[src/rtl/seg7_scan_driver.sv]
// Multiplexed 4-digit common-anode seven-segment driver for the clock/calendar digit buses.
// Optional build macro LEADING_ZERO_BLANK_EN blanks a leading zero on pages 0 and 2.
module seg7_scan_driver #(
  parameter int REFRESH_DIV = 100000
) (
  input  logic       clk_100MHz,
  input  logic       reset_n,
  input  logic [1:0] page,
  input  logic [3:0] hr_10s,
  input  logic [3:0] hr_1s,
  input  logic [3:0] min_10s,
  input  logic [3:0] min_1s,
  input  logic [3:0] sec_10s,
  input  logic [3:0] sec_1s,
  input  logic [3:0] d_10s,
  input  logic [3:0] d_1s,
  input  logic [3:0] m_10s,
  input  logic [3:0] m_1s,
  input  logic [3:0] y_10s,
  input  logic [3:0] y_1s,
  input  logic [3:0] c_10s,
  input  logic [3:0] c_1s,
  output logic [3:0] an,
  output logic [6:0] seg,
  output logic       dp
);

  localparam int CW = (REFRESH_DIV > 2) ? $clog2(REFRESH_DIV) : 1;
  localparam logic [CW-1:0] CNT_MAX = CW'(REFRESH_DIV - 1);

  // Active-low gfedcba patterns; non-BCD codes render as a dash.
  function automatic logic [6:0] bcd_to_seg(input logic [3:0] v);
    logic [6:0] s;
    case (v)
      4'd0:    s = 7'h40;
      4'd1:    s = 7'h79;
      4'd2:    s = 7'h24;
      4'd3:    s = 7'h30;
      4'd4:    s = 7'h19;
      4'd5:    s = 7'h12;
      4'd6:    s = 7'h02;
      4'd7:    s = 7'h78;
      4'd8:    s = 7'h00;
      4'd9:    s = 7'h10;
      default: s = 7'h3F;
    endcase
    return s;
  endfunction

  logic [CW-1:0] cnt_q, cnt_d;
  logic [1:0]    slot_q, slot_d;
  logic [1:0]    page_q, page_d;
  logic [15:0]   dig_q, dig_d;      // d0 in [15:12] (leftmost) .. d3 in [3:0]
  logic          sec0_q, sec0_d;
  logic [3:0]    an_q, an_d;
  logic [6:0]    seg_q, seg_d;
  logic          dp_q, dp_d;

  logic          tick_s;
  logic [15:0]   pg_dig_s;
  logic [3:0]    cur_dig_s;
  logic          blank_s;

  assign tick_s = (cnt_q == CNT_MAX);

  // Digits belonging to the live page input, captured at frame start.
  always_comb begin
    case (page)
      2'd0:    pg_dig_s = {hr_10s, hr_1s, min_10s, min_1s};
      2'd1:    pg_dig_s = {min_10s, min_1s, sec_10s, sec_1s};
      2'd2:    pg_dig_s = {d_10s, d_1s, m_10s, m_1s};
      default: pg_dig_s = {c_10s, c_1s, y_10s, y_1s};
    endcase
  end

  // Shadow digit for the slot being rendered on this tick.
  always_comb begin
    case (slot_q)
      2'd0:    cur_dig_s = dig_q[15:12];
      2'd1:    cur_dig_s = dig_q[11:8];
      2'd2:    cur_dig_s = dig_q[7:4];
      default: cur_dig_s = dig_q[3:0];
    endcase
  end

`ifdef LEADING_ZERO_BLANK_EN
  assign blank_s = (slot_q == 2'd0) && !page_q[0] && (dig_q[15:12] == 4'd0);
`else
  assign blank_s = 1'b0;
`endif

  // Next-state: refresh counter, slot scan, frame-start capture and rendered outputs.
  always_comb begin
    cnt_d  = cnt_q;
    slot_d = slot_q;
    page_d = page_q;
    dig_d  = dig_q;
    sec0_d = sec0_q;
    an_d   = an_q;
    seg_d  = seg_q;
    dp_d   = dp_q;
    if (tick_s) begin
      cnt_d  = {CW{1'b0}};
      slot_d = slot_q + 2'd1;
      an_d   = ~(4'b1000 >> slot_q);
      if (blank_s) begin
        seg_d = 7'h7F;
      end else begin
        seg_d = bcd_to_seg(cur_dig_s);
      end
      // Page 2 has a fixed separator; pages 0/1 blink it with the seconds LSB.
      dp_d = ~((slot_q == 2'd1) && (page_q != 2'd3) &&
               ((page_q == 2'd2) || !sec0_q));
      if (slot_q == 2'd3) begin
        page_d = page;
        dig_d  = pg_dig_s;
        sec0_d = sec_1s[0];
      end else begin
        page_d = page_q;
        dig_d  = dig_q;
        sec0_d = sec0_q;
      end
    end else begin
      cnt_d = cnt_q + CW'(1);
    end
  end

  // State and output registers.
  always_ff @(posedge clk_100MHz or negedge reset_n) begin
    if (!reset_n) begin
      cnt_q  <= {CW{1'b0}};
      slot_q <= 2'd0;
      page_q <= 2'd0;
      dig_q  <= 16'h0000;
      sec0_q <= 1'b0;
      an_q   <= 4'b1111;
      seg_q  <= 7'h7F;
      dp_q   <= 1'b1;
    end else begin
      cnt_q  <= cnt_d;
      slot_q <= slot_d;
      page_q <= page_d;
      dig_q  <= dig_d;
      sec0_q <= sec0_d;
      an_q   <= an_d;
      seg_q  <= seg_d;
      dp_q   <= dp_d;
    end
  end

  assign an  = an_q;
  assign seg = seg_q;
  assign dp  = dp_q;

endmodule

[config.mk]
export PLATFORM = sky130hd
export DESIGN_NAME = seg7_scan_driver
export DESIGN_NICKNAME = d
export VERILOG_FILES = /design/src/rtl/seg7_scan_driver.sv
export SDC_FILE = /design/constraint.sdc
export NUM_CORES = 1
export LEC_CHECK = 0
export CORE_ASPECT_RATIO = 1.75
export CORE_MARGIN = 4
export CORE_UTILIZATION = 53
export CTS_CLUSTER_DIAMETER = 120
export DETAILED_ROUTE_END_ITERATION = 8
export GPL_ROUTABILITY_DRIVEN = 0
export PLACE_DENSITY = 0.86
export SLEW_MARGIN = 20
export SYNTH_ARGS = -nofsm -noshare
export SYNTH_HDL_FRONTEND = slang
export SYNTH_SLANG_ARGS = --single-unit
export TNS_END_PERCENT = 1
[constraint.sdc]
create_clock -name clk_100MHz -period 3.8 [get_ports clk_100MHz]
set_input_delay 0.76 -clock clk_100MHz [delete_from_list [all_inputs] [get_ports clk_100MHz]]
set_output_delay 0.76 -clock clk_100MHz [all_outputs]
set_load 0.005 [all_outputs]
==> results.tsv, run 1 <==
stage	metric	value	unit
clock_network	clk_root_buffer_cell	clkbuf_8	
sta	max_freq	0.402	GHz
placement	portBuffers	71	
detailed_routing	ant_nets	0	
detailed_routing	route.vias.total	2007	
sta	slew_headroom	43.2	%
yosys	synth_fp_nets	284	
placement	place_area	0.00346	mm2
detailed_routing	drtIter0Drc	108	
setup_path	crit_arrival	2.67	ns
sta	hold_violations	0	
sta	tns	0	ns
yosys	synth_edf_count	0	
setup_path	cpPeakStageDelay	1.03	ns
power_and_ir_drop	p_leak	0.00147	uW
detailed_routing	viasPerCell	5.89	
power_and_ir_drop	max-vdd-ir-drop	0.000243	V
setup_path	critPathRequiredTime	3.99	ns
yosys	ys_warn_count	0	
global_route	grt_use_total	18.2	%
global_route	grt_max_degree	51	
setup_path	worst_setup_path_end_kind	flip-flop	
global_route	grt_pass1_wl	9360	um
clock_network	cts_tree	done	
setup_path	path_cells	clkdlybuf4s50_1, mux4_2, mux2_2	
global_route	overflow	0	
sta	post-route-period-util	65.4	%
placement	hpwl	4520	um
finish	finalNonFillerCells	341	
setup_path	crit_buf_inv	1	
clock_network	cts_max_path_buffers	2	
sta	worstMarginPinSlew	0.849	ns
clock_network	cts_resized	0	
finish	layout.nets	355	
setup_path	critPathKind	primary input to flip-flop	
floorplanning	fp.dieH	103	um
sta	finalSetupViolCount	0	
worst_hold_path	hold_class	primary input to asynchronous set/reset pin	
yosys	syn_inst	215	
finish	fillers	355	
clock_network	htreeDepth	2	
flow_run	drv_cap	0	
finish	multi_input_area	0.00137	mm2
finish	final_cell_mix	clkdlybuf4s50_1 (70), dfrtp_1 (38), nor2_1 (18)	
sta	fin_crit	2.49	ns
sta	rsz0062_at_grt	no	
setup_path	cp_slowest_cell	clkdlybuf4s50_1	
setup_path	start_kind	primary input	
setup_path	critPathMaxFanout	17	
yosys	ys_seq_area_share	46.3	%
power_and_ir_drop	pwr_density_cell	289	mW/mm2
yosys	ys_types	38	
floorplanning	dieArea	0.00642	mm2
sta	setup_slack	1.31	ns
finish	final_util	71.2	%
finish	final_area	0.00355	mm2
setup_path	crit_family	buffers and inverters	
global_route	grt_pass1_vias	2151	
finish	area_growth	29.6	%
clock_network	numCtsBuffers	5	
placement	placed_cells	333	
floorplanning	die_w	62.3	um
detailed_routing	dr.pass1.iters	6	
clock_network	clock-sinks	50	
placement	pre_cts_ws	0.978	ns
yosys	async_flop_share	100	%
floorplanning	io_pins	72	
finish	seqCellArea	0.00127	mm2
clock_network	path_clk_slew	0.09	ns
clock_network	hold_buffers	0	
detailed_routing	wirelength	5610	um
finish	layout_commonest_cell	clkdlybuf4s50_1	
yosys	ys_ff_latch	50	
floorplanning	core-area	0.00498	mm2
finish	drive_above_1_share	21.3	%
sta	final-max-slew-violation-count	0	
detailed_routing	drt-wirelength-per-cell	16.4	um
outcome	status	finished, final reports clean	
floorplanning	fp-row-count	34	
clock_network	cts_setup_buffers	0	
floorplanning	initial_utilization	55.0	%
detailed_routing	drc	0	
clock_network	clk_latency	0.30	ns
yosys	netlist_area	0.00274	mm2
yosys	synth_flop_cell	dfrtp_1	
yosys	avgSynthCellArea	12.7	um2
finish	diodes	0	
sta	finalClockSkew	0.00804	ns
global_route	antenna_found_initial	0	
## flip-flops by register name, indices dropped and copies added, names as in the netlist
name,count
dp,1
page_q,2
cnt_q,17
dig_q,16
seg,7
sec0_q,1
an,4
slot_q,2
## worst register-to-register path, delay by kind of cell, from the launching register on
kind / cells / cell delay, ns
flops: 1 / 0.45
simple gates: 3 / 1.32
compound gates: 2 / 0.51
## Yosys cell counts (all sizes together), types with 2 or more instances
cell type / number / share of area (%)
mux2: 22 / 10
mux2i: 3 / 1.1
nor4: 3 / 0.91
inv: 11 / 1.5
a222oi: 4 / 1.5
xor2: 5 / 1.6
buf: 5 / 1.6
ha: 9 / 4.1
nand3: 6 / 1.1
a21oi: 4 / 0.73
o21ai: 9 / 1.6
dfrtp: 38 / 35
dfstp: 12 / 12
xnor2: 11 / 3.5
mux4: 16 / 13
a31oi: 2 / 0.46
nand4: 5 / 1.1
nor2: 18 / 2.5
nand2: 17 / 2.9
clkbuf: 3 / 0.41
## routing by layer
layer	vias up	global-route usage [%]	wire length (um)
li1	925	-	-
met2	86	36.2	3200
met3	9	4.14	369
met1	987	17.7	1930
met4	0	7.52	102
met5	-	0	0
## path summary, 6_finish.rpt
kind                            slack, ns  endpoint  cells after the start      from
worst max register to register       1.46    seg[6]                      5  cnt_q[5]
worst min-delay path                 0.46  cnt_q[3]                      1   reset_n
min in group clk_100MHz              0.47  cnt_q[4]                      1  cnt_q[4]
worst min register to register       0.47  cnt_q[4]                      1  cnt_q[4]
worst max-delay path                 1.31  dig_q[8]                      3   page[1]
max in group asynchronous            2.92  dig_q[5]                      1   reset_n
## per-stage QoR
step           hold slack (ns)  total power [uW]
2_1_floorplan            0.446               656
3_3_place_gp             0.461               736
3_5_place_dp             0.467               744
4_1_cts                  0.480              1030
5_1_grt                  0.507              1070
6_report                 0.460              1020
## cells by family after synthesis
kind of cell / synth area share, %
AOI/OAI and AO/OA: 5.53
adders and majority gates: 4.12
xor gates and xnor gates: 5.12
buffers and inverters: 3.52
muxes: 24.7
DFF: 46.3
and+or+nand+nor: 10.7
## power breakdown
group	internal [uW]	total [uW]	switching [uW]
sequential	551	563	11.5
clock	127	292	165
combinational	113	170	56.8
total	791	1020	233
## layout make-up
cell class,instances,share of cell area (%)
Clock buffer,6,2.05
Timing Repair Buffer,72,20.2
Tap cell,54,1.91
Sequential cell,50,35.7
Clock inverter,2,0.247
Multi-Input combinational cell,146,38.7
Inverter,11,1.16
Note: power is estimated with default switching activity, not from simulation.
==> inputs of run 2 (changes only) <==
--- a/config.mk
+++ b/config.mk
@@ -7,11 +7,11 @@
 export LEC_CHECK = 0
 export CORE_ASPECT_RATIO = 1.75
 export CORE_MARGIN = 4
-export CORE_UTILIZATION = 53
+export CORE_UTILIZATION = 44
 export CTS_CLUSTER_DIAMETER = 120
 export DETAILED_ROUTE_END_ITERATION = 8
 export GPL_ROUTABILITY_DRIVEN = 0
-export PLACE_DENSITY = 0.86
+export PLACE_DENSITY = 0.76
 export SLEW_MARGIN = 20
 export SYNTH_ARGS = -nofsm -noshare
 export SYNTH_HDL_FRONTEND = slang
==> constraint.sdc (replaced) <==
create_clock -name clk_100MHz -period 2.03 [get_ports clk_100MHz]
set_input_delay 0.406 -clock clk_100MHz [delete_from_list [all_inputs] [get_ports clk_100MHz]]
set_output_delay 0.406 -clock clk_100MHz [all_outputs]
set_load 0.005 [all_outputs]
==> run 2 against run 1 <==
Against the previous run:
- hold slack got worse by 0.28 ns
- register-to-register slack lost 1.4 ns
- sequential cell count unchanged
- via count grew 1.6%
- critical endpoint is now seg[6]
- highest routed layer unchanged
==> results.tsv, run 2 (synthesized netlist as in run 1, its figures left out) <==
stage	metric	value	unit	change
outcome	status	finished, final reports clean		
sta	slew_headroom	59.7	%	+16 points
floorplanning	core-area	0.00597	mm2	+20%
setup_path	cpPeakStageDelay	0.44	ns	-0.59 ns
global_route	antenna_found_initial	0		unchanged
floorplanning	die_w	67.6	um	+8.5%
finish	drive_above_1_share	32.8	%	+12 points
detailed_routing	route.vias.total	2040		+1.6%
detailed_routing	ant_nets	0		unchanged
setup_path	crit_buf_inv	1		unchanged
sta	hold_violations	0		unchanged
setup_path	path_cells	inv_2, ha_2, a222oi_1, mux2_4, or3_1, a211oi_2, a21o_1		
clock_network	numCtsBuffers	5		unchanged
finish	layout.nets	379		+6.8%
finish	multi_input_area	0.00147	mm2	+6.6%
clock_network	cts_tree	done		
clock_network	htreeDepth	2		unchanged
setup_path	critPathMaxFanout	5		-12
detailed_routing	drtIter0Drc	75		-31%
detailed_routing	drt-wirelength-per-cell	14.7	um	-11%
power_and_ir_drop	p_sw_share	22.6	%	-0.14 points
sta	worstMarginPinSlew	0.604	ns	-0.245 ns
worst_hold_path	hold_class	primary input to asynchronous set/reset pin		
clock_network	cts_max_path_buffers	2		unchanged
placement	hpwl	4570	um	+1.1%
setup_path	critPathRequiredTime	2.29	ns	-1.70 ns
finish	layout_commonest_cell	clkdlybuf4s50_1		
detailed_routing	dr.pass1.iters	4		-2
floorplanning	initial_utilization	45.8	%	-9.2 points
clock_network	clk_latency	0.31	ns	about the same
finish	final_cell_mix	clkdlybuf4s50_1 (70), dfrtp_1 (38), buf_4 (23)		
finish	area_growth	42.6	%	
placement	portBuffers	71		unchanged
power_and_ir_drop	seqPwrFrac	49.7	%	-5.2 points
detailed_routing	wirelength	5710	um	+1.8%
sta	finalSetupViolCount	0		unchanged
sta	tns	0	ns	unchanged
sta	finalClockSkew	0.00519	ns	-0.00285 ns
setup_path	start_kind	flip-flop		
sta	post-route-period-util	97.4	%	
global_route	overflow	0		unchanged
detailed_routing	viasPerCell	5.24		-11%
floorplanning	fp-row-count	37		+8.8%
power_and_ir_drop	p_int	1640	uW	+110%
finish	final_area	0.00390	mm2	+10%
sta	timing.hold.ws	0.178	ns	-0.282 ns
clock_network	path_clk_slew	0.09	ns	about the same
power_and_ir_drop	combPwrFrac	16.9	%	+0.3 points
power_and_ir_drop	p_leak	0.00163	uW	+11%
placement	placed_cells	380		+14%
flow_run	drv_cap	0		unchanged
finish	seqCellArea	0.00127	mm2	unchanged
global_route	grt_pass1_vias	2193		+2.0%
global_route	grt_max_degree	51		unchanged
sta	final-max-slew-violation-count	0		unchanged
sta	fin_crit	1.98	ns	
floorplanning	io_pins	72		unchanged
finish	largest_register_ffs	17		unchanged
sta	max_freq	0.506	GHz	
floorplanning	fp.dieH	112	um	+9.0%
setup_path	cp_slowest_cell	dfrtp_1		
clock_network	hold_buffers	0		unchanged
clock_network	clock-sinks	50		unchanged
finish	regMostFlops	cnt_q		
finish	finalNonFillerCells	389		+14%
finish	fillers	460		+30%
finish	diodes	0		unchanged
power_and_ir_drop	clock_power_share	33.4	%	+4.9 points
finish	final_util	65.3	%	-5.9 points
global_route	grt_pass1_wl	9380	um	+0.30%
setup_path	crit_arrival	2.23	ns	-0.44 ns
clock_network	clk_root_buffer_cell	clkbuf_8		
setup_path	worst_setup_path_end_kind	flip-flop		
placement	place_area	0.00369	mm2	+6.6%
power_and_ir_drop	max-vdd-ir-drop	0.000344	V	+42%
power_and_ir_drop	p_sw	481	uW	+110%
setup_path	critPathKind	flip-flop to flip-flop		
setup_path	crit_family	flip-flops		
power_and_ir_drop	pwr_density_cell	545	mW/mm2	+89%
detailed_routing	drc	0		unchanged
sta	rsz0062_at_grt	yes		
floorplanning	dieArea	0.00759	mm2	+18%
global_route	grt_use_total	16.0	%	-2.2 points
==> run 2: cell count changes in the layout (fill, tap and decap cells not counted), sizes merged <==
cell,previous run,this run
buf,2,26
inv,11,12
bufinv,0,1
clkbuf,6,5
clkinv,2,1
==> run 2: power groups by stage <==
stage	Combinational [uW]	Sequential, uW	Clock, uW
after floorplan	165	1060	0
after global placement	338	1070	0
after detailed placement	348	1070	0
after CTS	349	1060	720
after global routing	389	1060	755
final	360	1060	710
==> run 2: metal layers <==
metal  share of wire [%]  global-route usage, %
met1                  37                   17.1
met2                  52                   28.3
met3                 7.3                   3.70
met4                 3.5                   7.45
met5                   0                      0
==> run 2: worst paths after layout <==
path / from / end / slack [ns] / cells after the start
setup / recovery: slot_q[0] / seg[6] / 0.05 / 7
hold / removal: reset_n / cnt_q[3] / 0.18 / 2
setup reg to reg: slot_q[0] / seg[6] / 0.05 / 7
hold reg to reg: seg[5] / seg[5] / 0.48 / 2
max in group asynchronous: reset_n / dig_q[3] / 1.44 / 2
min in group clk_100MHz: seg[5] / seg[5] / 0.48 / 2
==> run 2: through the flow <==
stage	setup slack, ns	total power [uW]
finish	0.0537	2130
global route	-0.0272	2210
CTS	0.0208	2130
detailed placement	0.00121	1420
global placement	0.0392	1410
floorplan	-0.0887	1230
==> run 2: layout make-up <==
class | instances | share of cell area (%)
clock buffer | 5 | 1.76
clock inverter | 3 | 1.12
inverter | 11 | 1.06
multi-input combinational | 146 | 37.6
sequential | 50 | 32.5
tap | 78 | 2.50
timing repair buffer | 96 | 23.5
==> run 2: timing repair <==
action | 4_1_cts | 5_1_grt
setup buffers | 0 | 1
pin swaps | 1 | 2
resized for setup | 3 | 22
endpoints found under the setup margin | 13 | 27
==> inputs of run 3 (changes only) <==
--- a/config.mk
+++ b/config.mk
@@ -12,6 +12,7 @@
 export DETAILED_ROUTE_END_ITERATION = 8
 export GPL_ROUTABILITY_DRIVEN = 0
 export PLACE_DENSITY = 0.76
+export SETUP_SLACK_MARGIN = 0.05
 export SLEW_MARGIN = 20
 export SYNTH_ARGS = -nofsm -noshare
 export SYNTH_HDL_FRONTEND = slang
==> run 3 against run 2 <==
Against the previous run:
- cell count unchanged
- sequential cell count unchanged
- cell area is 0.39% higher
- global-route usage stayed put
- sequential power about the same
- clock skew is 0.0013 ns higher
- hold slack got worse by 0.0027 ns
- register-to-register slack about the same
- setup slack improved by 0.0019 ns
- largest cell class unchanged
==> results.tsv, run 3 (synthesized netlist as in run 1, its figures left out) <==
stage	metric	value	unit	change
power_and_ir_drop	p_leak	0.00164	uW	+1.0%
worst_hold_path	hold_class	primary input to asynchronous set/reset pin		
placement	hpwl	4570	um	unchanged
setup_path	timing.rr.start	slot_q[0]		
finish	final_cell_mix	clkdlybuf4s50_1 (70), dfrtp_1 (38), buf_4 (22)		
clock_network	clk_latency	0.31	ns	about the same
clock_network	cts_tree	done		
global_route	grt_use_total	16.0	%	unchanged
finish	diodes	0		unchanged
setup_path	crit_buf_inv	1		unchanged
setup_path	r2r_slack	0.06	ns	about the same
clock_network	numCtsBuffers	5		unchanged
setup_path	startpoint	slot_q[0]		
finish	layout.nets	379		unchanged
placement	placed_cells	380		unchanged
detailed_routing	drtIter0Drc	91		+21%
sta	rsz0062_at_grt	yes		
floorplanning	io_pins	72		unchanged
sta	max_freq	0.507	GHz	about the same
setup_path	cpPeakStageDelay	0.44	ns	about the same
placement	pre_cts_ws	0.00121	ns	unchanged
global_route	grt_pass1_wl	9380	um	unchanged
setup_path	critical_path_depth	7		unchanged
detailed_routing	route.vias.total	2062		+1.1%
sta	tns	0	ns	unchanged
finish	finalNonFillerCells	389		unchanged
finish	final_util	65.6	%	+0.25 points
setup_path	worst_setup_path_end_kind	flip-flop		
global_route	grt_pass1_vias	2193		unchanged
finish	largest_register_ffs	17		unchanged
setup_path	critPathRequiredTime	2.28	ns	about the same
power_and_ir_drop	pwr_density_cell	544	mW/mm2	-0.27%
detailed_routing	dr.pass1.iters	4		unchanged
detailed_routing	viasPerCell	5.30		+1.1%
detailed_routing	drt-wirelength-per-cell	14.8	um	+0.72%
setup_path	crit_family	flip-flops		
setup_path	start_kind	flip-flop		
floorplanning	fp.dieH	112	um	unchanged
sta	setup_slack	0.0557	ns	+0.00195 ns
detailed_routing	ant_nets	0		unchanged
global_route	grt_max_degree	51		unchanged
global_route	antenna_found_initial	0		unchanged
floorplanning	fp-row-count	37		unchanged
sta	worstMarginPinSlew	0.605	ns	+0.000664 ns
sta	finalSetupViolCount	0		unchanged
sta	finalClockSkew	0.00653	ns	+0.00134 ns
sta	fin_crit	1.97	ns	-0.00195 ns
sta	slew_headroom	59.7	%	about the same
setup_path	r2r-end	seg[6]		
floorplanning	die_w	67.6	um	unchanged
finish	drive_above_1_share	32.8	%	unchanged
setup_path	crit_arrival	2.23	ns	about the same
clock_network	clk_root_buffer_cell	clkbuf_8		
finish	final_area	0.00392	mm2	+0.39%
floorplanning	core-area	0.00597	mm2	unchanged
power_and_ir_drop	max-vdd-ir-drop	0.000329	V	-4.2%
sta	hold_violations	0		unchanged
setup_path	crit_end	seg[6]		
clock_network	path_clk_slew	0.09	ns	about the same
detailed_routing	drc	0		unchanged
setup_path	cp_slowest_cell	dfrtp_1		
finish	area_growth	43.1	%	
sta	final-max-slew-violation-count	0		unchanged
detailed_routing	wirelength	5750	um	+0.72%
floorplanning	initial_utilization	45.8	%	unchanged
setup_path	r2r_cells	7		unchanged
outcome	status	finished, final reports clean		
clock_network	htreeDepth	2		unchanged
finish	layout_commonest_cell	clkdlybuf4s50_1		
placement	place_area	0.00369	mm2	unchanged
floorplanning	dieArea	0.00759	mm2	unchanged
clock_network	cts_max_path_buffers	2		unchanged
flow_run	drv_cap	0		unchanged
sta	post-route-period-util	97.3	%	about the same
setup_path	critPathKind	flip-flop to flip-flop		
setup_path	path_cells	inv_2, ha_2, a222oi_1, mux2_4, or3_1, a211oi_2, a21o_1		
finish	regMostFlops	cnt_q		
placement	portBuffers	71		unchanged
clock_network	clock-sinks	50		unchanged
global_route	overflow	0		unchanged
setup_path	critPathMaxFanout	5		unchanged
-- run 3: through the flow --
stage	total power (uW)	hold WS [ns]
6_report	2130	0.176
5_1_grt	2210	0.225
4_1_cts	2130	0.201
3_5_place_dp	1420	0.465
3_3_place_gp	1410	0.464
2_1_floorplan	1230	0.110
-- run 3: how the worst min path moves through the flow --
stage	from	end	slack, ns
2_1_floorplan	reset_n	cnt_q[0]	0.11
3_3_place_gp	cnt_q[4]	cnt_q[4]	0.46
3_5_place_dp	cnt_q[4]	cnt_q[4]	0.46
4_1_cts	reset_n	cnt_q[3]	0.20
5_1_grt	reset_n	cnt_q[3]	0.22
6_report	reset_n	cnt_q[3]	0.18
-- run 3: layout make-up --
class                      instances  area (um2)
fill                             460        2060
inverter                          11        41.3
tap                               78        97.6
clock inverter                     3        43.8
clock buffer                       5        68.8
multi-input combinational        146        1480
sequential                        50        1270
timing repair buffer              96         922
-- run 3: report_power, final --
group,internal [uW],total (uW),switching [uW]
registers,1030,1060,24.7
logic,247,366,119
clock network,369,706,337
-- run 3: per-layer routing --
metal	share of wire (%)	track usage, %
met1	37	17.1
met2	52	28.3
met3	6.9	3.70
met4	3.9	7.45
met5	0	0
-- run 3: worst reg2reg max path, delay by kind of cell (launching register included) --
family | cells | cell delay (ns)
muxes | 1 | 0.30
adders and majority gates | 1 | 0.23
and+or+nand+nor | 1 | 0.40
AOI/OAI and AO/OA | 3 | 0.43
DFF | 1 | 0.44
buffers and inverters | 1 | 0.12
-- run 3: timing repair --
item	CTS	global route
hold buffers	0	0
endpoints found under the setup margin	26	29
endpoints found under the hold margin	0	0
buffers inserted	0	1
pin swaps	1	3
resized for setup	4	25
